$ cat src/rtl/busio_if.sv
// busio_if: pipeline handshakes and the external 32-bit valid/ready memory port of busio.
interface busio_if #(parameter int ADDR_WIDTH = 32);
  logic                  fetch_request;
  logic [ADDR_WIDTH-1:0] fetch_address;
  logic [31:0]           fetch_data;
  logic                  fetch_ready;
  logic                  load_store;
  logic                  mem_write;
  logic [1:0]            mem_size;
  logic                  mem_signed;
  logic [ADDR_WIDTH-1:0] mem_address;
  logic [31:0]           mem_store_data;
  logic [31:0]           mem_load_data;
  logic                  mem_ready;
  logic                  ext_valid;
  logic                  ext_instruction;
  logic                  ext_write;
  logic [ADDR_WIDTH-1:0] ext_address;
  logic [31:0]           ext_write_data;
  logic [3:0]            ext_write_strobe;
  logic [31:0]           ext_read_data;
  logic                  ext_ready;
  modport slave (
    input  fetch_request, fetch_address, load_store, mem_write, mem_size, mem_signed,
           mem_address, mem_store_data, ext_read_data, ext_ready,
    output fetch_data, fetch_ready, mem_load_data, mem_ready, ext_valid, ext_instruction,
           ext_write, ext_address, ext_write_data, ext_write_strobe
  );
  modport master (
    output fetch_request, fetch_address, load_store, mem_write, mem_size, mem_signed,
           mem_address, mem_store_data, ext_read_data, ext_ready,
    input  fetch_data, fetch_ready, mem_load_data, mem_ready, ext_valid, ext_instruction,
           ext_write, ext_address, ext_write_data, ext_write_strobe
  );
endinterface

$ cat src/rtl/busio.sv
// busio: arbitrates fetch and load/store onto one valid/ready memory port, aligns loads, builds store strobes.
// Optional one-entry last-fetch register enabled by defining BUSIO_FETCH_HIT_EN.
module busio #(
  parameter int          ADDR_WIDTH   = 32,
  parameter logic [31:0] RESET_VECTOR = 32'h0
) (
  input logic   clk,
  input logic   reset_n,
  busio_if.slave bus
);
  localparam logic [1:0] IDLE = 2'd0, FETCH = 2'd1, MEM = 2'd2, RESP = 2'd3;
  logic [1:0]            r_state;
  logic                  r_is_fetch;
  logic                  r_signed;
  logic [1:0]            r_size;
  logic [ADDR_WIDTH-1:0] r_addr;
  logic [31:0]           w_wdata;
  logic [3:0]            w_strobe;
  logic [7:0]            w_byte;
  logic [15:0]           w_half;
  logic [31:0]           w_load;
  logic                  w_hit;
  logic [31:0]           w_hit_data;
  logic                  w_fetch_ok;
  logic                  w_mem_ok;
  always_comb begin
    w_wdata  = bus.mem_size[1] ? bus.mem_store_data :
               bus.mem_size[0] ? {2{bus.mem_store_data[15:0]}} : {4{bus.mem_store_data[7:0]}};
    w_strobe = !bus.mem_write ? 4'h0 :
               bus.mem_size[1] ? 4'hF :
               bus.mem_size[0] ? 4'b0011 << {bus.mem_address[1], 1'b0} : 4'b0001 << bus.mem_address[1:0];
    w_byte   = bus.ext_read_data[{r_addr[1:0], 3'b000} +: 8];
    w_half   = r_addr[1] ? bus.ext_read_data[31:16] : bus.ext_read_data[15:0];
    w_load   = r_size[1] ? bus.ext_read_data :
               r_size[0] ? {{16{r_signed & w_half[15]}}, w_half} : {{24{r_signed & w_byte[7]}}, w_byte};
  end
  // A requester that withdrew or moved its address in RESP gets no pulse.
  assign w_fetch_ok    = bus.fetch_request && bus.fetch_address[ADDR_WIDTH-1:2] == r_addr[ADDR_WIDTH-1:2];
  assign w_mem_ok      = bus.load_store && bus.mem_address == r_addr;
  assign bus.fetch_ready = r_state == RESP && r_is_fetch && w_fetch_ok;
  assign bus.mem_ready   = r_state == RESP && !r_is_fetch && w_mem_ok;
`ifdef BUSIO_FETCH_HIT_EN
  logic                  r_hit_valid;
  logic [ADDR_WIDTH-3:0] r_hit_addr;
  logic [31:0]           r_hit_data;
  assign w_hit      = r_hit_valid && r_hit_addr == bus.fetch_address[ADDR_WIDTH-1:2];
  assign w_hit_data = r_hit_data;
  always_ff @(posedge clk or negedge reset_n)
    if (!reset_n) begin
      r_hit_valid <= 1'b0;
      r_hit_addr  <= '0;
      r_hit_data  <= '0;
    end else if (r_state == FETCH && bus.ext_ready) begin
      r_hit_valid <= 1'b1;
      r_hit_addr  <= r_addr[ADDR_WIDTH-1:2];
      r_hit_data  <= bus.ext_read_data;
    end else if (r_state == IDLE && bus.load_store && bus.mem_write &&
                 bus.mem_address[ADDR_WIDTH-1:2] == r_hit_addr)
      r_hit_valid <= 1'b0;
`else
  assign w_hit      = 1'b0;
  assign w_hit_data = 32'h0;
`endif
  always_ff @(posedge clk or negedge reset_n)
    if (!reset_n) begin
      r_state              <= IDLE;
      r_is_fetch           <= 1'b0;
      r_signed             <= 1'b0;
      r_size               <= 2'd0;
      r_addr               <= '0;
      bus.ext_valid        <= 1'b0;
      bus.ext_instruction  <= 1'b0;
      bus.ext_write        <= 1'b0;
      bus.ext_address      <= '0;
      bus.ext_write_data   <= '0;
      bus.ext_write_strobe <= '0;
      bus.fetch_data       <= RESET_VECTOR;
      bus.mem_load_data    <= '0;
    end else if (r_state == IDLE) begin
      if (bus.load_store) begin
        r_state              <= MEM;
        r_is_fetch           <= 1'b0;
        r_signed             <= bus.mem_signed;
        r_size               <= bus.mem_size;
        r_addr               <= bus.mem_address;
        bus.ext_valid        <= 1'b1;
        bus.ext_instruction  <= 1'b0;
        bus.ext_write        <= bus.mem_write;
        bus.ext_address      <= {bus.mem_address[ADDR_WIDTH-1:2], 2'b00};
        bus.ext_write_data   <= w_wdata;
        bus.ext_write_strobe <= w_strobe;
      end else if (bus.fetch_request) begin
        r_is_fetch <= 1'b1;
        r_addr     <= bus.fetch_address;
        if (w_hit) begin
          r_state        <= RESP;
          bus.fetch_data <= w_hit_data;
        end else begin
          r_state              <= FETCH;
          bus.ext_valid        <= 1'b1;
          bus.ext_instruction  <= 1'b1;
          bus.ext_write        <= 1'b0;
          bus.ext_address      <= {bus.fetch_address[ADDR_WIDTH-1:2], 2'b00};
          bus.ext_write_data   <= '0;
          bus.ext_write_strobe <= '0;
        end
      end
    end else if (r_state == RESP)
      r_state <= IDLE;
    else if (bus.ext_ready) begin
      r_state       <= RESP;
      bus.ext_valid <= 1'b0;
      if (r_is_fetch)
        bus.fetch_data <= bus.ext_read_data;
      else
        bus.mem_load_data <= w_load;
    end
endmodule

$ cat src/flat_wrapper.sv
// flat-port wrapper written by rule: the top's interface ports become plain ports
module busio_flat 
#(
  parameter int          ADDR_WIDTH   = 32,
  parameter logic [31:0] RESET_VECTOR = 32'h0
)
  (clk, reset_n, bus_fetch_request, bus_fetch_address, bus_load_store, bus_mem_write, bus_mem_size, bus_mem_signed, bus_mem_address, bus_mem_store_data, bus_ext_read_data, bus_ext_ready, bus_fetch_data, bus_fetch_ready, bus_mem_load_data, bus_mem_ready, bus_ext_valid, bus_ext_instruction, bus_ext_write, bus_ext_address, bus_ext_write_data, bus_ext_write_strobe);
  busio_if #(.ADDR_WIDTH(ADDR_WIDTH)) bus_i ();
  input logic clk;
  input logic reset_n;
  input wire logic [$bits(bus_i.fetch_request)-1:0] bus_fetch_request;
  input wire logic [$bits(bus_i.fetch_address)-1:0] bus_fetch_address;
  input wire logic [$bits(bus_i.load_store)-1:0] bus_load_store;
  input wire logic [$bits(bus_i.mem_write)-1:0] bus_mem_write;
  input wire logic [$bits(bus_i.mem_size)-1:0] bus_mem_size;
  input wire logic [$bits(bus_i.mem_signed)-1:0] bus_mem_signed;
  input wire logic [$bits(bus_i.mem_address)-1:0] bus_mem_address;
  input wire logic [$bits(bus_i.mem_store_data)-1:0] bus_mem_store_data;
  input wire logic [$bits(bus_i.ext_read_data)-1:0] bus_ext_read_data;
  input wire logic [$bits(bus_i.ext_ready)-1:0] bus_ext_ready;
  output wire logic [$bits(bus_i.fetch_data)-1:0] bus_fetch_data;
  output wire logic [$bits(bus_i.fetch_ready)-1:0] bus_fetch_ready;
  output wire logic [$bits(bus_i.mem_load_data)-1:0] bus_mem_load_data;
  output wire logic [$bits(bus_i.mem_ready)-1:0] bus_mem_ready;
  output wire logic [$bits(bus_i.ext_valid)-1:0] bus_ext_valid;
  output wire logic [$bits(bus_i.ext_instruction)-1:0] bus_ext_instruction;
  output wire logic [$bits(bus_i.ext_write)-1:0] bus_ext_write;
  output wire logic [$bits(bus_i.ext_address)-1:0] bus_ext_address;
  output wire logic [$bits(bus_i.ext_write_data)-1:0] bus_ext_write_data;
  output wire logic [$bits(bus_i.ext_write_strobe)-1:0] bus_ext_write_strobe;
  assign bus_i.fetch_request = bus_fetch_request;
  assign bus_i.fetch_address = bus_fetch_address;
  assign bus_i.load_store = bus_load_store;
  assign bus_i.mem_write = bus_mem_write;
  assign bus_i.mem_size = bus_mem_size;
  assign bus_i.mem_signed = bus_mem_signed;
  assign bus_i.mem_address = bus_mem_address;
  assign bus_i.mem_store_data = bus_mem_store_data;
  assign bus_i.ext_read_data = bus_ext_read_data;
  assign bus_i.ext_ready = bus_ext_ready;
  assign bus_fetch_data = bus_i.fetch_data;
  assign bus_fetch_ready = bus_i.fetch_ready;
  assign bus_mem_load_data = bus_i.mem_load_data;
  assign bus_mem_ready = bus_i.mem_ready;
  assign bus_ext_valid = bus_i.ext_valid;
  assign bus_ext_instruction = bus_i.ext_instruction;
  assign bus_ext_write = bus_i.ext_write;
  assign bus_ext_address = bus_i.ext_address;
  assign bus_ext_write_data = bus_i.ext_write_data;
  assign bus_ext_write_strobe = bus_i.ext_write_strobe;
  busio #(.ADDR_WIDTH(ADDR_WIDTH), .RESET_VECTOR(RESET_VECTOR)) u_core (.clk(clk), .reset_n(reset_n), .bus(bus_i));
endmodule
$ cat config.mk
export PLATFORM = sky130hd
export DESIGN_NAME = busio_flat
export DESIGN_NICKNAME = d
export VERILOG_FILES = /design/src/rtl/busio_if.sv /design/src/rtl/busio.sv /design/src/flat_wrapper.sv
export SDC_FILE = /design/constraint.sdc
export NUM_CORES = 1
export LEC_CHECK = 0
export ABC_AREA = 1
export CORE_UTILIZATION = 49
export DETAILED_ROUTE_END_ITERATION = 7
export MAX_ROUTING_LAYER = met4
export PLACE_DENSITY = 0.95
export SLEW_MARGIN = 20
export SYNTH_ARGS = -nofsm -noshare
export SYNTH_HDL_FRONTEND = slang
export SYNTH_SLANG_ARGS = --single-unit
$ cat constraint.sdc
create_clock -name clk -period 3.3 [get_ports clk]
set_clock_uncertainty 0.1 [all_clocks]
set_input_delay 0.825 -clock clk [delete_from_list [all_inputs] [get_ports clk]]
set_output_delay 0.825 -clock clk [all_outputs]
set_load 0.02 [all_outputs]
[Word level (Yosys, flattened, before mapping)]
Cells that the tools add are included.
Storage, ports and cells
  register bits: 172
  output and inout port bits: 137
  input port bits: 137
Cells by class
  muxes and demuxes: 29
  shift-type cells: 3
  bitwise gates (word level): 5
  eq/ne operators: 5
  reductions and logical operators: 17
Operators with widths (number)
  32-bit two-way mux: 10
  32-bit equality test: 1
  32-bit by 6-bit variable part select with 8-bit output: 1
  30-bit equality test: 1
  4-bit two-way mux: 5
  16-bit two-way mux: 1
  2-bit two-way mux: 5
  1-bit two-way mux: 8
  4-bit AND reduction: 2
  1-bit logical AND: 6
  2-bit AND reduction: 3
  2-bit nonzero test: 2
  1-bit by 2-bit << shifter with 4-bit output (first input constant): 1
  2-bit by 2-bit << shifter with 4-bit output (first input constant): 1
  3-bit inequality test (second input constant): 1
  1-bit NOT: 3
  3-bit AND reduction: 1
  3-bit nonzero test: 1
  1-bit AND: 2
  2-bit equality test (second input constant): 1
  2-bit zero test: 1
  2-bit inequality test (second input constant): 1
  1-bit zero test: 1

[Depth between registers and ports, before layout]
  word-level depth: 5
  depth in mapped cells: 9
  mapped depth without buffers: 8

[Least setup slack after synthesis]
Ideal clock, no wire load.
  kind: input to output
  start: input port bus_load_store
  end: output port bus_mem_ready
  stages: 7
  path slack: 0.675 ns
  arrival time: 1.700 ns
  cell sequence: buf_2 > inv_2 > nor3_1 > nand2_1 > nor2_1 > nand3_1 > nor2_1
Between the ends
  word-level cells in the longest chain between the ends: 2
RTL lines
  from (decl): line flat_wrapper.sv:13  | input wire logic [$bits(bus_i.load_store)-1:0] bus_load_store;
  1-bit logical AND: line busio.sv:39  | assign w_mem_ok = bus.load_store && bus.mem_address == r_addr;
  1-bit logical AND: line busio.sv:41  | assign bus.mem_ready = r_state == RESP && !r_is_fetch && w_mem_ok;
  to (decl): line flat_wrapper.sv:24  | output wire logic [$bits(bus_i.mem_ready)-1:0] bus_mem_ready;
No other way between the ends.

[Worst setup path in the final report]
  start: input port bus_fetch_address[7]
  end: output port bus_fetch_ready
Between the ends
  word-level cells in the longest chain between the ends: 3
RTL lines
  from (decl): line flat_wrapper.sv:12  | input wire logic [$bits(bus_i.fetch_address)-1:0] bus_fetch_address;
  30-bit equality test: line busio.sv:38  | assign w_fetch_ok = bus.fetch_request && bus.fetch_address[ADDR_WIDTH-1:2] == r_addr[ADDR_WIDTH-1:2];
  1-bit logical AND: line busio.sv:38
  1-bit logical AND: line busio.sv:40  | assign bus.fetch_ready = r_state == RESP && r_is_fetch && w_fetch_ok;
  to (decl): line flat_wrapper.sv:22  | output wire logic [$bits(bus_i.fetch_ready)-1:0] bus_fetch_ready;
No other way between the ends.

==> results.yml <==
clock_tree:
  clockBufferDepth: 2
  cts.clk_slew.worst_paths_ns: 0.06
  clock_tree.root_cell: "clkbuf_16"
  h-tree-depth: 4
  cts_tree: "done"
  cts_hold_buf: 0
  clk_latency_ns: 0.42
  numCtsBuffers: 17
  cts_num_sinks: 140
pwr:
  p_per_area_nw_per_um2: 979
  p_leak_uw: 0.00500
  total_power_uw: 10600
  irDropWorstVdd_mv: 0.539
timing:
  setup-violations-final: 0
  fin_crit_sh: 0.987
  tightest_slew_ns: 0.640
  final_hold_viol_count: 0
  fmax_mhz: 307
  period_needed_ns: 3.26
  slew_viol_final: 0
  slew_headroom: 0.572
  rsz0062_at_grt: "no"
  layout_setup_ws_ns: 0.0430
  holdWs_ns: 0.269
detailed_routing:
  wire_per_inst_um: 17.0
  wl_mm: 23.7
  drtPass1Iterations: 6
  drt_iter0_markers: 749
  drc: 0
  drtAntennaViolNets: 0
  routed_via_density: 5.42
  vias: 7541
synth:
  yosys_warnings: 0
  yosysTopAreaCell: "dfrtp_1"
  synthCells: 948
  synthDistinctLibCells: 33
  synth.area.top_cells: "dfrtp_1 46%, nand2_1 13%, o21ai_0 5.2%, inv_1 4.2%, o211ai_1 4.2%"
  synthArstFlopShare: 1.00
  avgSynthCellArea_um2: 8.01
  netlist_area_um2: 7590
  synth-edff-count: 0
  synth_seq_cells: 140
  yosys-top-cells-count: "272 x nand2_1, 140 x dfrtp_1, 84 x inv_1, 79 x o21ai_0, 66 x nor2_1"
  synth_top_area_frac: 0.462
  synth-seq-area-share: 0.462
  synth_most_common_cell: "nand2_1"
  ys.flop_type: "dfrtp_1"
critical_path:
  required_ns: 2.37
  cp-start-kind: "input pin"
  crit_start: "bus_fetch_address[7]"
  reg2reg_depth: 7
  cp_slowest_cell: "clkdlybuf4s50_1"
  r2r_slack_ns: 1.27
  critPathMaxStageDelay_ns: 0.50
  reg2reg_from: "u_core.r_state[0]"
  path_cells: "clkdlybuf4s50_1 > inv_1 > nand2_1 > o21ai_1 > nor2_1 > nand2_1 > nor2_2 > nand2_1 > nor2_1 > buf_4"
  path_max_fanout: 2
  crit_type: "input pin to primary output"
  crit_arrival_ns: 2.33
  cp_common_cell: "nand2_1"
  worstSetupEndpointType: "primary output"
  timing.rr.end: "u_core.r_addr[19]"
placement:
  place_ws_ns: -0.437
  portBuffers: 271
  place_hpwl_mm: 17.6
  gp_congestion: 0.951
floorplanning:
  initial_core_util: 0.501
  ioPinCount: 274
  die_h_um: 126
  rows: 45
  die_x_um: 126
  core_area_um2: 15100
  design.die.area_um2: 16000
global_routing:
  grtUsageTotal: 0.307
  grt_max_degree: 65
  grt_pass1_wl_mm: 37.0
  grt_pass1_vias: 7335
  antenna_found_initial: 1
  grt_overflow: 0
finish:
  fillers: 1129
  final_nets: 1328
  area_growth_pct: 42.7
  post-route-util: 0.715
  drive_gt1_frac: 0.0990
flow_run:
  maxCapViolCount: 0
status:
  status: "complete, no violations"
min_path:
  hp-class: "input pin to asynchronous set/reset pin"
through the flow:
| stage | setup TNS, ns | cells | cell area, um2 |
|---|---|---|---|
| after CTS | 0 | 1390 | 10800 |
| after detailed placement | -0.721 | 1358 | 10300 |
| final | 0 | 1391 | 10800 |
| after global placement | -0.752 | 1358 | 10300 |
| after floorplan | 0 | 949 | 7590 |
| after global routing | 0 | 1391 | 10800 |
kinds of logic (layout without fill, tap and decap cells):
logic type	Yosys count	count (layout)	share of synthesized area
other	1	3	0.000494
AND/OR/NAND/NOR	375	375	0.196
flip-flops	140	140	0.462
adder cells (fa/ha/maj)	2	2	0.00330
buffers and inverters	167	420	0.109
AO/OA/AOI/OAI	211	211	0.163
XOR/XNOR	29	29	0.0335
multiplexers	23	23	0.0341
placed cells by master (no fill, tap or decap), drive strengths merged, types with 2 or more instances in the layout:
cell type,n
inv,93
nor2,68
clkdlybuf4s50,266
nand2,277
xnor2,19
xor2,10
clkinv,7
o211ai,42
clkinvlp,5
mux2,23
ha,2
dfrtp,140
nor3,2
o21ai,82
a21oi,73
buf,29
a31oi,14
clkbuf,18
nand3,26
conb,2
worst max-delay path, delay by kind of cell:
kind | cells | cell delay (ns)
AO/OA/AOI/OAI | 1 | 0.11
buffers and inverters | 3 | 0.73
AND/OR/NAND/NOR | 6 | 0.66
flip-flops by register name (all words and copies together) (netlist names):
register                     flops
u_core.bus.ext_address           1
u_core.bus.ext_instruction       1
u_core.bus.ext_valid             1
u_core.bus.ext_write             1
u_core.bus.ext_write_data       32
u_core.bus.ext_write_strobe      4
u_core.bus.fetch_data           32
u_core.bus.mem_load_data        32
u_core.r_addr                   31
u_core.r_signed                  1
u_core.r_size                    2
u_core.r_state                   2
timing repair:
item / in CTS / in global routing
setup buffers: 0 / 0
resized for setup: 8 / 7
setup endpoints to repair: 2 / 2
pin swaps: 0 / 0
worst max-delay path by stage:
stage                                  to  slack [ns]  cells after the start
after detailed placement  bus_fetch_ready       -0.44                      8
after global routing      bus_fetch_ready        0.01                     10
after floorplan             bus_mem_ready        0.67                      7
final                     bus_fetch_ready        0.04                     10
after global placement    bus_fetch_ready       -0.46                     10
after CTS                 bus_fetch_ready        0.03                      8
power by group:
group          switching (uW)  leakage [uW]  internal, uW
registers                 649       0.00171          2560
logic                    3110       0.00303          2490
clock network             761      0.000258          1040
total                    4520       0.00500          6080
routing by layer:
| layer | track usage | routed length [um] | vias up |
|---|---|---|---|
| li1 | - | - | 3537 |
| met1 | 0.361 | 9470 | 3533 |
| met2 | 0.500 | 11400 | 368 |
| met3 | 0.0510 | 1530 | 103 |
| met5 | - | 0 | - |
| met4 | 0.178 | 1250 | 0 |
layout make-up:
| type | count | area, um2 | share of cell area |
|---|---|---|---|
| flip-flops and latches | 140 | 3500 | 0.324 |
| multi-input cells | 642 | 3290 | 0.304 |
| repair buffers | 296 | 2900 | 0.268 |
| clock buffers | 18 | 429 | 0.0396 |
| inverters | 92 | 345 | 0.0319 |
| well taps | 188 | 235 | 0.0217 |
| clock inverters | 14 | 123 | 0.0113 |
| diodes | 1 | 2.50 | 0.000231 |
Power figures use the tool's default switching activity.
